--- src/rtl/stopwatch_pkg.sv ---
// Shared types and defaults for the stopwatch control block.
// The saturation option in stopwatch_ctrl is enabled with STOPWATCH_SATURATE_EN.
package stopwatch_pkg;

  typedef enum logic [1:0] {
    IDLE  = 2'b00,
    RUN   = 2'b01,
    PAUSE = 2'b10
  } state_e;

  localparam int unsigned TIME_W_DEF = 8;
  localparam logic [7:0]  SAT_VALUE_DEF = 8'h99;

endpackage

--- src/rtl/stopwatch_btn_edge.sv ---
// Rising-edge detector for one debounced button level.
// History resets high so a button held through reset never reports a press.
module btn_edge (
  input  logic clk,
  input  logic rst_n,
  input  logic btn_i,
  output logic press_o
);

  logic prev_q;

  // NOTE: sequential state is written with non-blocking (<=) so every flop samples pre-edge values.
  always_ff @(posedge clk or negedge rst_n) begin
    if (!rst_n) prev_q <= 1'b1;
    else        prev_q <= btn_i;
  end

  assign press_o = btn_i & ~prev_q;

endmodule

--- src/rtl/stopwatch_ctrl.sv ---
// Control FSM for the two-digit BCD seconds counter, with lap freeze of the display.
// Define STOPWATCH_SATURATE_EN to stop counting when the reading reaches SAT_VALUE.
module stopwatch_ctrl
  import stopwatch_pkg::*;
#(
  parameter int unsigned TIME_W = TIME_W_DEF
`ifdef STOPWATCH_SATURATE_EN
  ,
  parameter logic [TIME_W-1:0] SAT_VALUE = TIME_W'(SAT_VALUE_DEF)
`endif
) (
  input  logic              clk,
  input  logic              rst_n,
  input  logic              btn_start_stop,
  input  logic              btn_clear,
  input  logic              btn_lap,
  input  logic [TIME_W-1:0] time_reading,
  output logic              init_regs,
  output logic              count_enabled,
  output logic [TIME_W-1:0] display_reading,
  output logic              running,
  output logic              lap_active
);

  state_e              state_q, state_d;
  logic                lap_active_q, lap_active_d;
  logic [TIME_W-1:0]   lap_snapshot_q, lap_snapshot_d;
  logic                init_regs_q, count_enabled_q, running_q;
  logic                ss_press, clr_press, lap_press;
  logic                sat_hit;

  btn_edge u_edge_ss  (.clk(clk), .rst_n(rst_n), .btn_i(btn_start_stop), .press_o(ss_press));
  btn_edge u_edge_clr (.clk(clk), .rst_n(rst_n), .btn_i(btn_clear),      .press_o(clr_press));
  btn_edge u_edge_lap (.clk(clk), .rst_n(rst_n), .btn_i(btn_lap),        .press_o(lap_press));

`ifdef STOPWATCH_SATURATE_EN
  assign sat_hit = (time_reading == SAT_VALUE);
`else
  assign sat_hit = 1'b0;
`endif

  // Priority clear > start_stop (or saturation) > lap; lower presses in the same cycle are dropped.
  always_comb begin
    // NOTE: every variable gets a default first so no path leaves it unassigned (no latch).
    state_d        = state_q;
    lap_active_d   = lap_active_q;
    lap_snapshot_d = lap_snapshot_q;
    case (state_q)
      IDLE: begin
        if (!clr_press && ss_press) state_d = RUN;
      end
      RUN: begin
        if (clr_press) begin
          state_d      = IDLE;
          lap_active_d = 1'b0;
        end else if (ss_press || sat_hit) begin
          state_d = PAUSE;
        end else if (lap_press) begin
          lap_active_d = ~lap_active_q;
          if (!lap_active_q) lap_snapshot_d = time_reading;
        end
      end
      PAUSE: begin
        if (clr_press) begin
          state_d      = IDLE;
          lap_active_d = 1'b0;
        end else if (ss_press) begin
          if (!sat_hit) state_d = RUN;
        end else if (lap_press && lap_active_q) begin
          lap_active_d = 1'b0;
        end
      end
      default: state_d = IDLE;
    endcase
  end

  // Outputs are registered from the next state so they change on the same edge as the state.
  always_ff @(posedge clk or negedge rst_n) begin
    if (!rst_n) begin
      state_q         <= IDLE;
      lap_active_q    <= 1'b0;
      lap_snapshot_q  <= '0;
      init_regs_q     <= 1'b1;
      count_enabled_q <= 1'b0;
      running_q       <= 1'b0;
    end else begin
      state_q         <= state_d;
      lap_active_q    <= lap_active_d;
      lap_snapshot_q  <= lap_snapshot_d;
      init_regs_q     <= (state_d == IDLE);
      count_enabled_q <= (state_d == RUN);
      running_q       <= (state_d == RUN);
    end
  end

  assign init_regs       = init_regs_q;
  assign count_enabled   = count_enabled_q;
  assign running         = running_q;
  assign lap_active      = lap_active_q;
  assign display_reading = lap_active_q ? lap_snapshot_q : time_reading;

endmodule
--- config.mk ---
export PLATFORM = sky130hd
export DESIGN_NAME = stopwatch_ctrl
export DESIGN_NICKNAME = d
export VERILOG_FILES = /design/src/rtl/stopwatch_pkg.sv /design/src/rtl/stopwatch_btn_edge.sv /design/src/rtl/stopwatch_ctrl.sv
export SDC_FILE = /design/constraint.sdc
export NUM_CORES = 1
export LEC_CHECK = 0
export ABC_AREA = 1
export CAP_MARGIN = 10
export CORE_MARGIN = 1
export CORE_UTILIZATION = 40
export CTS_BUF_LIST = sky130_fd_sc_hd__clkbuf_8
export DETAILED_ROUTE_END_ITERATION = 8
export DONT_BUFFER_PORTS = 1
export GPL_TIMING_DRIVEN = 0
export PLACE_DENSITY_LB_ADDON = 0.15
export SYNTH_ARGS = -nofsm -noshare
export SYNTH_HDL_FRONTEND = slang
export SYNTH_SLANG_ARGS = --single-unit
--- constraint.sdc ---
create_clock -name clk -period 1.4 [get_ports clk]
set_clock_uncertainty 0.2 [all_clocks]
set_input_delay 0.28 -clock clk [delete_from_list [all_inputs] [get_ports clk]]
set_output_delay 0.28 -clock clk [all_outputs]
set_load 0.05 [all_outputs]
==> results of run 1 <==
Yosys cell counts:
library cell	count	area share
nand3_1	12	0.076
inv_2	1	0.0047
dfrtp_1	12	0.38
o21ai_0	1	0.0063
o21ai_1	2	0.013
nand2_1	47	0.22
nand2_4	3	0.043
nand2_2	3	0.024
inv_4	1	0.0079
inv_1	6	0.028
buf_2	1	0.0063
nor2_1	3	0.014
nor2_8	1	0.025
buf_4	1	0.0095
dfstp_2	4	0.13
clkinv_2	1	0.0063
stage by stage:
step	worst slack, ns	utilization
after floorplan	-0.0481	-
after global placement	-0.0900	0.580
after detailed placement	-0.0928	0.580
after CTS	-0.359	0.642
after global routing	-0.396	0.646
final	-0.352	0.646
cells in the final DEF, fill, tap and decap left out, drive strengths merged:
master,Yosys,routed
dfrtp,12,12
inv,8,9
dlymetal6s4s,0,1
dlygate4sd3,0,3
dfstp,4,4
o21ai,3,3
nand3,12,12
clkbuf,0,4
nand2,53,53
nor2,4,4
buf,2,2
what timing repair did:
| action | 4_1_cts | 5_1_grt |
|---|---|---|
| hold endpoints to repair | 19 | 0 |
| endpoints found under the setup margin | 18 | 21 |
| buffers inserted | 0 | 0 |
| gates resized for setup | 5 | 3 |
| hold buffers | 4 | 0 |
| pin swaps | 0 | 0 |
layout make-up:
class,count,area (sq um)
fillers,145,632
multi-input cells,72,531
flip-flops and latches,16,408
clock buffers,4,55.1
inverters,9,48.8
repair buffers,4,42.5
plain buffers,2,35.0
well taps,25,31.3
registers in the layout, indices dropped and copies added, names as in the netlist:
signal / flops
init_regs: 1
lap_active: 1
lap_snapshot_q: 8
running: 1
state_q: 2
u_edge_clr.prev_q: 1
u_edge_lap.prev_q: 1
u_edge_ss.prev_q: 1
layer usage:
metal  share of wire  routed length, um
met4          0.0056                  9
met2            0.51                819
met3           0.047                 76
met1            0.44                706
met5               0                  0
power by group:
group / switching [W] / leakage (nW) / internal [W]
sequential: 0.000180 / 0.196 / 0.000618
clock: 0.000152 / 0.0288 / 0.000249
combinational: 0.000951 / 0.357 / 0.000391
total: 0.00128 / 0.581 / 0.00126
final timing paths:
check	to	slack, ns	cells after the start
max in group asynchronous	lap_active$_DFFE_PN0P_	0.54	1
hold reg to reg	lap_snapshot_q[1]$_DFFE_PN0P_	0.27	2
setup reg to reg	lap_snapshot_q[0]$_DFFE_PN0P_	-0.06	5
setup / recovery	display_reading[2]	-0.35	4
hold / removal	lap_snapshot_q[6]$_DFFE_PN0P_	-0.04	1
min in group clk	state_q[1]$_DFF_PN0_	0.11	3
kinds of logic (layout without fill, tap and decap cells):
kind of cell | Yosys count | after routing | share of synthesized area
and+or+nand+nor | 69 | 69 | 0.405
DFF | 16 | 16 | 0.513
buffers and inverters | 11 | 19 | 0.0633
AOI/OAI and AO/OA | 3 | 3 | 0.0190
critical path: cells and delay by family (launching register included):
kind	cells	cell delay [ns]
buf+inv	2	0.30
flops	1	0.53
simple gates	2	0.19
==> impl_metrics.yaml, run 1 <==
run_status:
  outcome: "finished, violations left"
  violations: "hold timing, setup timing"
worst_setup_path:
  critPathLaunch: "lap_active$_DFFE_PN0P_"
  crit_required_ns: 0.92
  path_max_fanout: 10
  cpMaxStageDelayCell: "dfrtp_2"
  arrival_ns: 1.27
  max_stage_delay_ns: 0.53
  crit_chain: "buf_12 -> inv_12 -> nand2_4 -> nand2_8"
  worstSetupPathType: "flop to primary output"
  reg2reg_from: "lap_active$_DFFE_PN0P_"
  critPathCaptureType: "primary output"
  cp-start-kind: "flop"
logic_synthesis:
  syn-num-nets: 112
  synth.cell_area_sq_um: 791
  ys_warn_count: 0
  syn_inst: 99
  yosys_register_bits: 16
  ys_seq_area_frac: 0.513
  syn_avg_cell_area_sq_um: 7.99
  synthDistinctLibCells: 16
global_routing:
  grt-busiest-layer: "met2"
  met1_usage: 0.223
  grt_max_degree: 17
  antenna_found_initial: 0
  grt_pass1_wl_um: 2680
  first_global_vias: 639
  gr-usage-met3: 0.0392
  globalRouteTotalUtil: 0.182
  use_met2: 0.306
  grt_overflow: 0
route:
  dr.pass1.iters: 4
  routed_wirelength_um: 1610
  ant_nets: 0
  num_vias: 652
  drt_iter0_markers: 6
  wl_per_cell_um: 12.2
  drc: 0
  avgViaCountPerCell: 4.94
timing:
  finalSetupViolCount: 18
  setup_tns_ns: -3.28
  clock.fmax_mhz: 571
  hold_violations: 12
  finalWorstSetupSlack_ns: -0.352
  timing.hold.ws_ns: -0.0410
  slew_violations: 0
  rsz0062_at_grt: "yes"
  slew_headroom: 0.516
  final.min_clock_period_ns: 1.75
  min_period_over_period: 1.25
  worst_slew_pin_slew_ns: 0.726
clocking:
  clock_sinks: 16
  htreeDepth: 1
  numCtsBuffers: 3
  cts-root-buf: "clkbuf_8"
  path_clk_slew_ns: 0.06
  clock_latency_ns: 0.24
  cts_tree: "yes"
  clk_path_buf_depth: 2
layout:
  final_cell_area_sq_um: 1150
  fin_nets: 121
  diodes: 0
  drive_gt1_frac: 0.374
  finalNonFillerCells: 132
  area_growth_pct: 45.6
place:
  gp_congestion: 0.654
  place.port_buffers: 0
  place_area_sq_um: 1030
  place_inst: 124
  hpwl_um: 1170
floorplan:
  die_area_sq_um: 2160
  die_h_um: 46.5
  ios: 25
  core_sq_um: 1780
  rows: 15
  die_w_um: 46.5
  start_util: 0.444
power:
  power_density_nw_per_um2: 2210
  total_leakage_power_nw: 0.581
  peakVddDrop_mv: 1.22
  p_total_w: 0.00254
job:
  cap_violations: 0
hold_path:
  hold_path_class: "input pin to asynchronous set/reset pin"
Power figures use the tool's default switching activity.
==> run 2, diff against run 1 <==
--- a/config.mk
+++ b/config.mk
@@ -7,13 +7,14 @@
 export LEC_CHECK = 0
 export ABC_AREA = 1
 export CAP_MARGIN = 10
-export CORE_MARGIN = 1
+export CORE_MARGIN = 2
 export CORE_UTILIZATION = 40
 export CTS_BUF_LIST = sky130_fd_sc_hd__clkbuf_8
 export DETAILED_ROUTE_END_ITERATION = 8
 export DONT_BUFFER_PORTS = 1
 export GPL_TIMING_DRIVEN = 0
 export PLACE_DENSITY_LB_ADDON = 0.15
+export RECOVER_POWER = 50
 export SYNTH_ARGS = -nofsm -noshare
 export SYNTH_HDL_FRONTEND = slang
 export SYNTH_SLANG_ARGS = --single-unit
==> impl_metrics.yaml, run 2 (same netlist as run 1, synthesis figures left out) <==
run_status:
  outcome: "finished, violations left"
  violations: "hold timing, setup timing"
place:
  place.port_buffers: 0
  gp_congestion: 0.718
  hpwl_um: 1080
  pre_cts_slack_ns: -0.0969
  place_area_sq_um: 1040
global_routing:
  grt_max_degree: 17
  grt_pass1_wl_um: 2610
  grt_overflow: 0
  globalRouteTotalUtil: 0.145
  antenna_found_initial: 0
  first_global_vias: 586
layout:
  seqCellArea_sq_um: 408
  multi_input_area_sq_um: 551
  final_cell_area_sq_um: 1170
  largest_reg_flops: 8
  final_common_cell: "nand2_1"
  drive_gt1_frac: 0.430
  final_cell_mix: "nand2_1, nand2_4, nand3_1, dfrtp_1, nand2_2"
  area_growth_pct: 47.8
  n_fill_cell: 176
  diodes: 0
  reg.largest.list: "lap_snapshot_q: 8 flops, state_q: 2 flops"
  largest_register: "lap_snapshot_q"
  fin_nets: 121
floorplan:
  start_util: 0.411
  ios: 25
  die_h_um: 48.5
  die_w_um: 48.5
  rows: 16
  core_sq_um: 1920
  die_area_sq_um: 2350
timing:
  worst_slew_pin_slew_ns: 0.846
  rsz0062_at_grt: "yes"
  timing.hold.ws_ns: -0.0834
  min_period_over_period: 1.26
  final.min_clock_period_ns: 1.76
  finalWorstSetupSlack_ns: -0.362
  hold_violations: 12
  slew_headroom: 0.436
  finalSetupViolCount: 17
  slew_violations: 0
  clock.fmax_mhz: 567
power:
  total_leakage_power_nw: 0.575
  peakVddDrop_mv: 1.30
  power_density_nw_per_um2: 2200
worst_setup_path:
  worstSetupPathType: "flop to primary output"
  critPathCaptureType: "primary output"
  path_max_fanout: 10
  crit_required_ns: 0.92
  arrival_ns: 1.28
  cp-start-kind: "flop"
clocking:
  numCtsBuffers: 3
  clock_latency_ns: 0.24
  cts_tree: "yes"
  path_clk_slew_ns: 0.06
  htreeDepth: 1
  clk_path_buf_depth: 2
  clock_sinks: 16
  cts_setup_buffers: 0
  cts-root-buf: "clkbuf_8"
route:
  ant_nets: 0
  dr.pass1.iters: 4
  avgViaCountPerCell: 4.73
  num_vias: 634
  drc: 0
  routed_wirelength_um: 1520
  wl_per_cell_um: 11.4
  drt_iter0_markers: 11
job:
  cap_violations: 0
hold_path:
  hold_path_class: "input pin to asynchronous set/reset pin"
run 2: cell count changes in the layout (fill, tap and decap cells not counted), sizes merged:
cell          change
dlymetal6s4s      -1
clkbuf            +1
run 2: critical path: stages, from the launching register on:
cell and delay (ns):
dfrtp_2 0.55, buf_12 0.21, nand2_1 0.14, nand2_8 0.14
run 2: worst paths after layout:
check / endpoint / depth (start not counted) / from / slack, ns
setup / recovery: display_reading[6] / 3 / lap_active$_DFFE_PN0P_ / -0.36
hold / removal: lap_snapshot_q[2]$_DFFE_PN0P_ / 1 / rst_n / -0.08
setup reg to reg: lap_snapshot_q[6]$_DFFE_PN0P_ / 5 / lap_active$_DFFE_PN0P_ / -0.07
hold reg to reg: lap_snapshot_q[2]$_DFFE_PN0P_ / 2 / lap_snapshot_q[2]$_DFFE_PN0P_ / 0.27
max in group asynchronous: running$_DFF_PN0_ / 1 / rst_n / 0.51
min in group clk: lap_snapshot_q[3]$_DFFE_PN0P_ / 4 / btn_lap / 0.10
run 2: report_power, final:
part           switching (W)  internal [W]
logic               0.000963      0.000404
registers           0.000190      0.000619
clock network       0.000151      0.000249
total                0.00130       0.00127
run 2: timing repair:
item | CTS | global route
hold endpoints to repair | 19 | 0
hold buffers | 4 | 0
setup endpoints to repair | 18 | 21
resized for setup | 7 | 8
run 2: area by class of cell:
cell class / count / share of cell area
Timing Repair Buffer: 4 / 0.0289
Clock buffer: 4 / 0.0471
Multi-Input combinational cell: 72 / 0.471
Sequential cell: 16 / 0.349
Inverter: 9 / 0.0450
Tap cell: 27 / 0.0289
Buffer: 2 / 0.0300
run 2: metal layers:
metal  vias to the layer above  GRT usage  share of wire
met3                         2     0.0432          0.053
met5                         -          0              0
li1                        324          -              -
met2                        16      0.213           0.45
met1                       292      0.201           0.48
met4                         0     0.0571          0.012
run 2: per-stage QoR:
step / std cells / util / TNS [ns] / power (W) / hold slack (ns)
after floorplan: 99 / - / -0.479 / 0.00199 / -0.216
after global placement: 126 / 0.539 / -1.02 / 0.00208 / -0.215
after detailed placement: 126 / 0.539 / -1.11 / 0.00209 / -0.215
after CTS: 134 / 0.600 / -3.30 / 0.00257 / 0.106
after global routing: 134 / 0.608 / -3.93 / 0.00273 / -0.00848
final: 134 / 0.608 / -3.21 / 0.00258 / -0.0834
==> variant 1 (flow settings as in run 2) <==
Add an input register stage for `btn_start_stop`, `btn_clear` and `btn_lap`; this delays them by one clock. The other inputs are not delayed to match.
--- a/src/rtl/stopwatch_ctrl.sv
+++ b/src/rtl/stopwatch_ctrl.sv
@@ -24,2 +24,12 @@
 
+  logic btn_start_stop_q;
+  logic btn_clear_q;
+  logic btn_lap_q;
+
+  always_ff @(posedge clk) begin
+    btn_start_stop_q <= btn_start_stop;
+    btn_clear_q      <= btn_clear;
+    btn_lap_q        <= btn_lap;
+  end
+
   state_e              state_q, state_d;
@@ -31,5 +41,5 @@
 
-  btn_edge u_edge_ss  (.clk(clk), .rst_n(rst_n), .btn_i(btn_start_stop), .press_o(ss_press));
-  btn_edge u_edge_clr (.clk(clk), .rst_n(rst_n), .btn_i(btn_clear),      .press_o(clr_press));
-  btn_edge u_edge_lap (.clk(clk), .rst_n(rst_n), .btn_i(btn_lap),        .press_o(lap_press));
+  btn_edge u_edge_ss  (.clk(clk), .rst_n(rst_n), .btn_i(btn_start_stop_q), .press_o(ss_press));
+  btn_edge u_edge_clr (.clk(clk), .rst_n(rst_n), .btn_i(btn_clear_q),      .press_o(clr_press));
+  btn_edge u_edge_lap (.clk(clk), .rst_n(rst_n), .btn_i(btn_lap_q),        .press_o(lap_press));
 
Function: changed (Yosys sat finds a counterexample within 4 cycles, from zero or initial values and one cycle with rst_n low).
==> variant 1 against run 2 <==
- the run ends with setup timing left
- non-clock buffer count stayed put
- area after synthesis up 7.6%
- design area increased by 4.4%
- sequential share of layout area increased by 3.5 points
- power grew 6.5%
- core utilization up 0.75 points
- wire length is 8.2% higher
- fmax down 0.58%
- setup slack got worse by 0.010 ns
- sequential cell count is 3 higher
- largest cell class unchanged
- count of clock-buffer cells in the layout is 1 lower
- global-route usage up 0.91 points
==> variant 1: results <==
group,metric,value,unit
status,outcome,"finished, violations left",
status,violations,"setup timing",
place,globalplace.congestion,0.6784,
cells_and_area,fin_util,61.55,%
synth,syn-instance-count,102,
synth,yosys.area_share.adder,0,%
cells_and_area,layoutNonFillerInstCount,137,
synth,syn_nets,115,
detailed_routing,wl_per_cell,12.01,um
grt,use_met2,25.00,%
sta,hold_ws,0.1216,ns
grt,grt_max_degree,17,
synth,synth_compound_area_share,1.765,%
grt,antenna_found_initial,0,
cells_and_area,final_layout_size_suffix_gt1_share,36.36,%
clocking,clk_pin_slew,0.07,ns
setup_path,worst_r2r_path_depth,5,
cells_and_area,fill_cells,163,
synth,async_reset_ff_share,84.21,%
place,dpl.hpwl,1190,um
setup_path,r2r_end,"lap_snapshot_q[6]",
sta,layout_setup_ws,-0.3725,ns
sta,fin_tns_setup,-3.415,ns
clocking,cts.path.max_buffers,2,
power,cellLeakagePower,0.5857,nW
detailed_routing,viasPerCell,4.861,
grt,track_usage,15.38,%
detailed_routing,met3_length,75,um
sta,slew_headroom,50.45,%
synth,synthTopCellsByArea,"dfrtp_1 35%, nand2_1 21%, dfstp_2 12%",
power,p_sw,1.417,mW
detailed_routing,drt-met1-wl,680,um
place,place_ws,-0.1036,ns
grt,grt_pass1_wl,2856,um
hold_path,min_path_type,"register to register",
place,port-buffer-count,0,
setup_path,crit_end,"display_reading[6]",
clocking,h-tree-depth,1,
place,placedCellCount,129,
grt,grt_use_met1,18.60,%
sta,setup_viol,18,
detailed_routing,drt_iter0_drc,8,
place,dpl_cell_area,1096,sq um
detailed_routing,wl_met2,852,um
power,ir_drop,0.001244,V
synth,yosysSeqAreaShare,54.71,%
cells_and_area,diodes,0,
synth,synth_cell_types,17,
setup_path,r2r_start,"lap_active",
grt,grt_pass1_vias,649,
grt,grtUsageMet3,3.636,%
[variant 1: repair_timing]
action / in CTS / in global routing
hold endpoints to repair: 19 / 0
resized for setup: 6 / 4
endpoints found under the setup margin: 18 / 19
hold buffers: 4 / 0
[variant 1: power groups by stage]
stage	clock network, mW	registers (mW)	logic [mW]
detailed placement	0	0.899	1.41
global route	0.401	0.921	1.57
finish	0.376	0.899	1.47
floorplan	0	0.881	1.30
CTS	0.388	0.899	1.47
global placement	0	0.894	1.39
[variant 1: cell type report]
| type | instances | area share [%] |
|---|---|---|
| multi-input cells | 72 | 44.41 |
| flip-flops and latches | 19 | 38.36 |
| inverters | 9 | 4.513 |
| clock buffers | 3 | 3.385 |
| repair buffers | 4 | 3.282 |
| plain buffers | 2 | 2.872 |
| well taps | 27 | 2.769 |
| clock inverters | 1 | 0.4103 |
[variant 1: critical path, cell delays in order, from the launching register on]
cell	delay [ns]
dfrtp_2	0.53
buf_12	0.20
inv_16	0.10
nand2_4	0.07
nand2_8	0.12
==> variant 2 (settings of run 2) <==
Made on the original files. Build with the macro `STOPWATCH_SATURATE_EN` defined.
--- a/src/rtl/stopwatch_ctrl.sv
+++ b/src/rtl/stopwatch_ctrl.sv
@@ -2,2 +2,4 @@
 // Define STOPWATCH_SATURATE_EN to stop counting when the reading reaches SAT_VALUE.
+`define STOPWATCH_SATURATE_EN
+
 module stopwatch_ctrl
Check against the original RTL: not equivalent (a bounded check fails within 4 cycles, from zero or initial values and one cycle with rst_n low).
==> variant 2 against run 2 <==
- the flow still finishes with violations (hold timing, setup timing)
- final cell count is 13% higher
- hold slack worse by 0.0050 ns
- power is 8.3% lower
- non-clock buffer count is 6 higher
- sequential cell count stayed put
- setup slack worse by 0.12 ns
- design area is 1.1% lower
- wire length is 21% higher
- area after synthesis is 10% higher
- critical path type unchanged
- largest power group unchanged
==> variant 2: results <==
group,metric,value,unit
cells_and_area,inverters,19,
sta,setup_viol,19,
place,dpl.hpwl,1280,um
grt,track_usage,15.77,%
sta,fin_tns_setup,-4.888,ns
synth,synth_common_cells,"38 x nand2_1, 18 x inv_1, 12 x dfrtp_1",
detailed_routing,drt_iter0_drc,7,
place,place_ws,-0.2199,ns
cells_and_area,nNonClkBuffers,12,
setup_path,crit_end,"display_reading[2]",
grt,grt_pass1_wl,3015,um
status,violations,"hold timing, setup timing",
setup_path,r2r_end,"lap_active",
clocking,cts_buffers,3,
cells_and_area,multi_input_gates,73,
cells_and_area,final_layout_size_suffix_gt1_share,38.71,%
cells_and_area,clock_area_share,4.762,%
synth,synthTopCellsByArea,"dfrtp_1 34%, nand2_1 16%, dfstp_2 12%",
cells_and_area,bufAreaShareNonClock,11.26,%
setup_path,worst_r2r_path_depth,7,
sta,layout_setup_ws,-0.4802,ns
synth,yosysSeqAreaShare,46.55,%
cells_and_area,seq_share,35.50,%
sta,hold_ws,-0.08844,ns
synth,syn_nets,124,
setup_path,critPathMaxFanout,7,
cells_and_area,multi_input_area_share,39.39,%
power,ir_drop,0.001107,V
grt,grt_pass1_vias,670,
cells_and_area,fill_cells,194,
setup_path,cp.arrival,1.40,ns
sta,slew_headroom,43.59,%
detailed_routing,viasPerCell,4.709,
detailed_routing,firstDrtPassIters,4,
detailed_routing,wl_per_cell,12.20,um
synth,synth_cell_types,18,
setup_path,r2r_slack,-0.24,ns
clocking,cts_num_sinks,16,
sta,hold_viol,12,
status,outcome,"finished, violations left",
cells_and_area,nets,138,
power,cellLeakagePower,0.5617,nW
place,globalplace.congestion,0.7313,
clocking,cts_root_buffer,"clkbuf_8",
==> variant 2: worst max-delay path, cell delays in order (launching register included) <==
cell and delay, ns:
dfrtp_4 0.61, buf_8 0.19, o21ai_4 0.35
==> variant 2: kinds of logic after synthesis <==
group	count (synthesis)	synth area share [%]
compound gates	16	12.64
buf+inv	22	10.92
flops	16	46.55
simple gates	57	29.89
==> variant 2: metrics by stage <==
stage                     hold WS, ns  std cells  instance area, sq um  util [%]
final                        -0.08844        151                  1156     57.75
after global routing         -0.01261        151                  1156     57.75
after CTS                     0.09538        146                  1100     54.94
after detailed placement      -0.2152        138                 989.7     49.44
after global placement        -0.2152        138                 989.7     49.44
after floorplan               -0.2156        111                 955.9         -
==> variant 2: routing by layer <==
layer | global-route usage [%] | vias to the layer above | wire length, um
met5 | 0 | - | 0
met3 | 5.357 | 2 | 110
li1 | - | 362 | -
met4 | 2.703 | 0 | 13
met2 | 26.32 | 21 | 899
met1 | 20.04 | 326 | 817
==> variant 2: repair_timing <==
action | in CTS | in global routing
pin swaps | 0 | 1
endpoints found under the setup margin | 20 | 21
gates resized for setup | 8 | 5
setup buffers | 0 | 4
hold endpoints to repair | 19 | 0
gates cloned | 0 | 1
hold buffers | 4 | 0
==> variant 2: how the worst min path moves through the flow <==
stage / slack (ns) / cells past startpoint / end / start
2_1_floorplan: -0.22 / 0 / lap_snapshot_q[0] / rst_n
3_3_place_gp: -0.22 / 0 / running / rst_n
3_5_place_dp: -0.22 / 0 / running / rst_n
4_1_cts: 0.1 / 3 / running / btn_clear
5_1_grt: -0.01 / 1 / lap_snapshot_q[6] / rst_n
6_report: -0.09 / 1 / lap_snapshot_q[6] / rst_n
==> variant 2: where the power goes <==
group / switching, mW / internal [mW]
logic: 0.773 / 0.349
registers: 0.217 / 0.615
clock network: 0.160 / 0.249
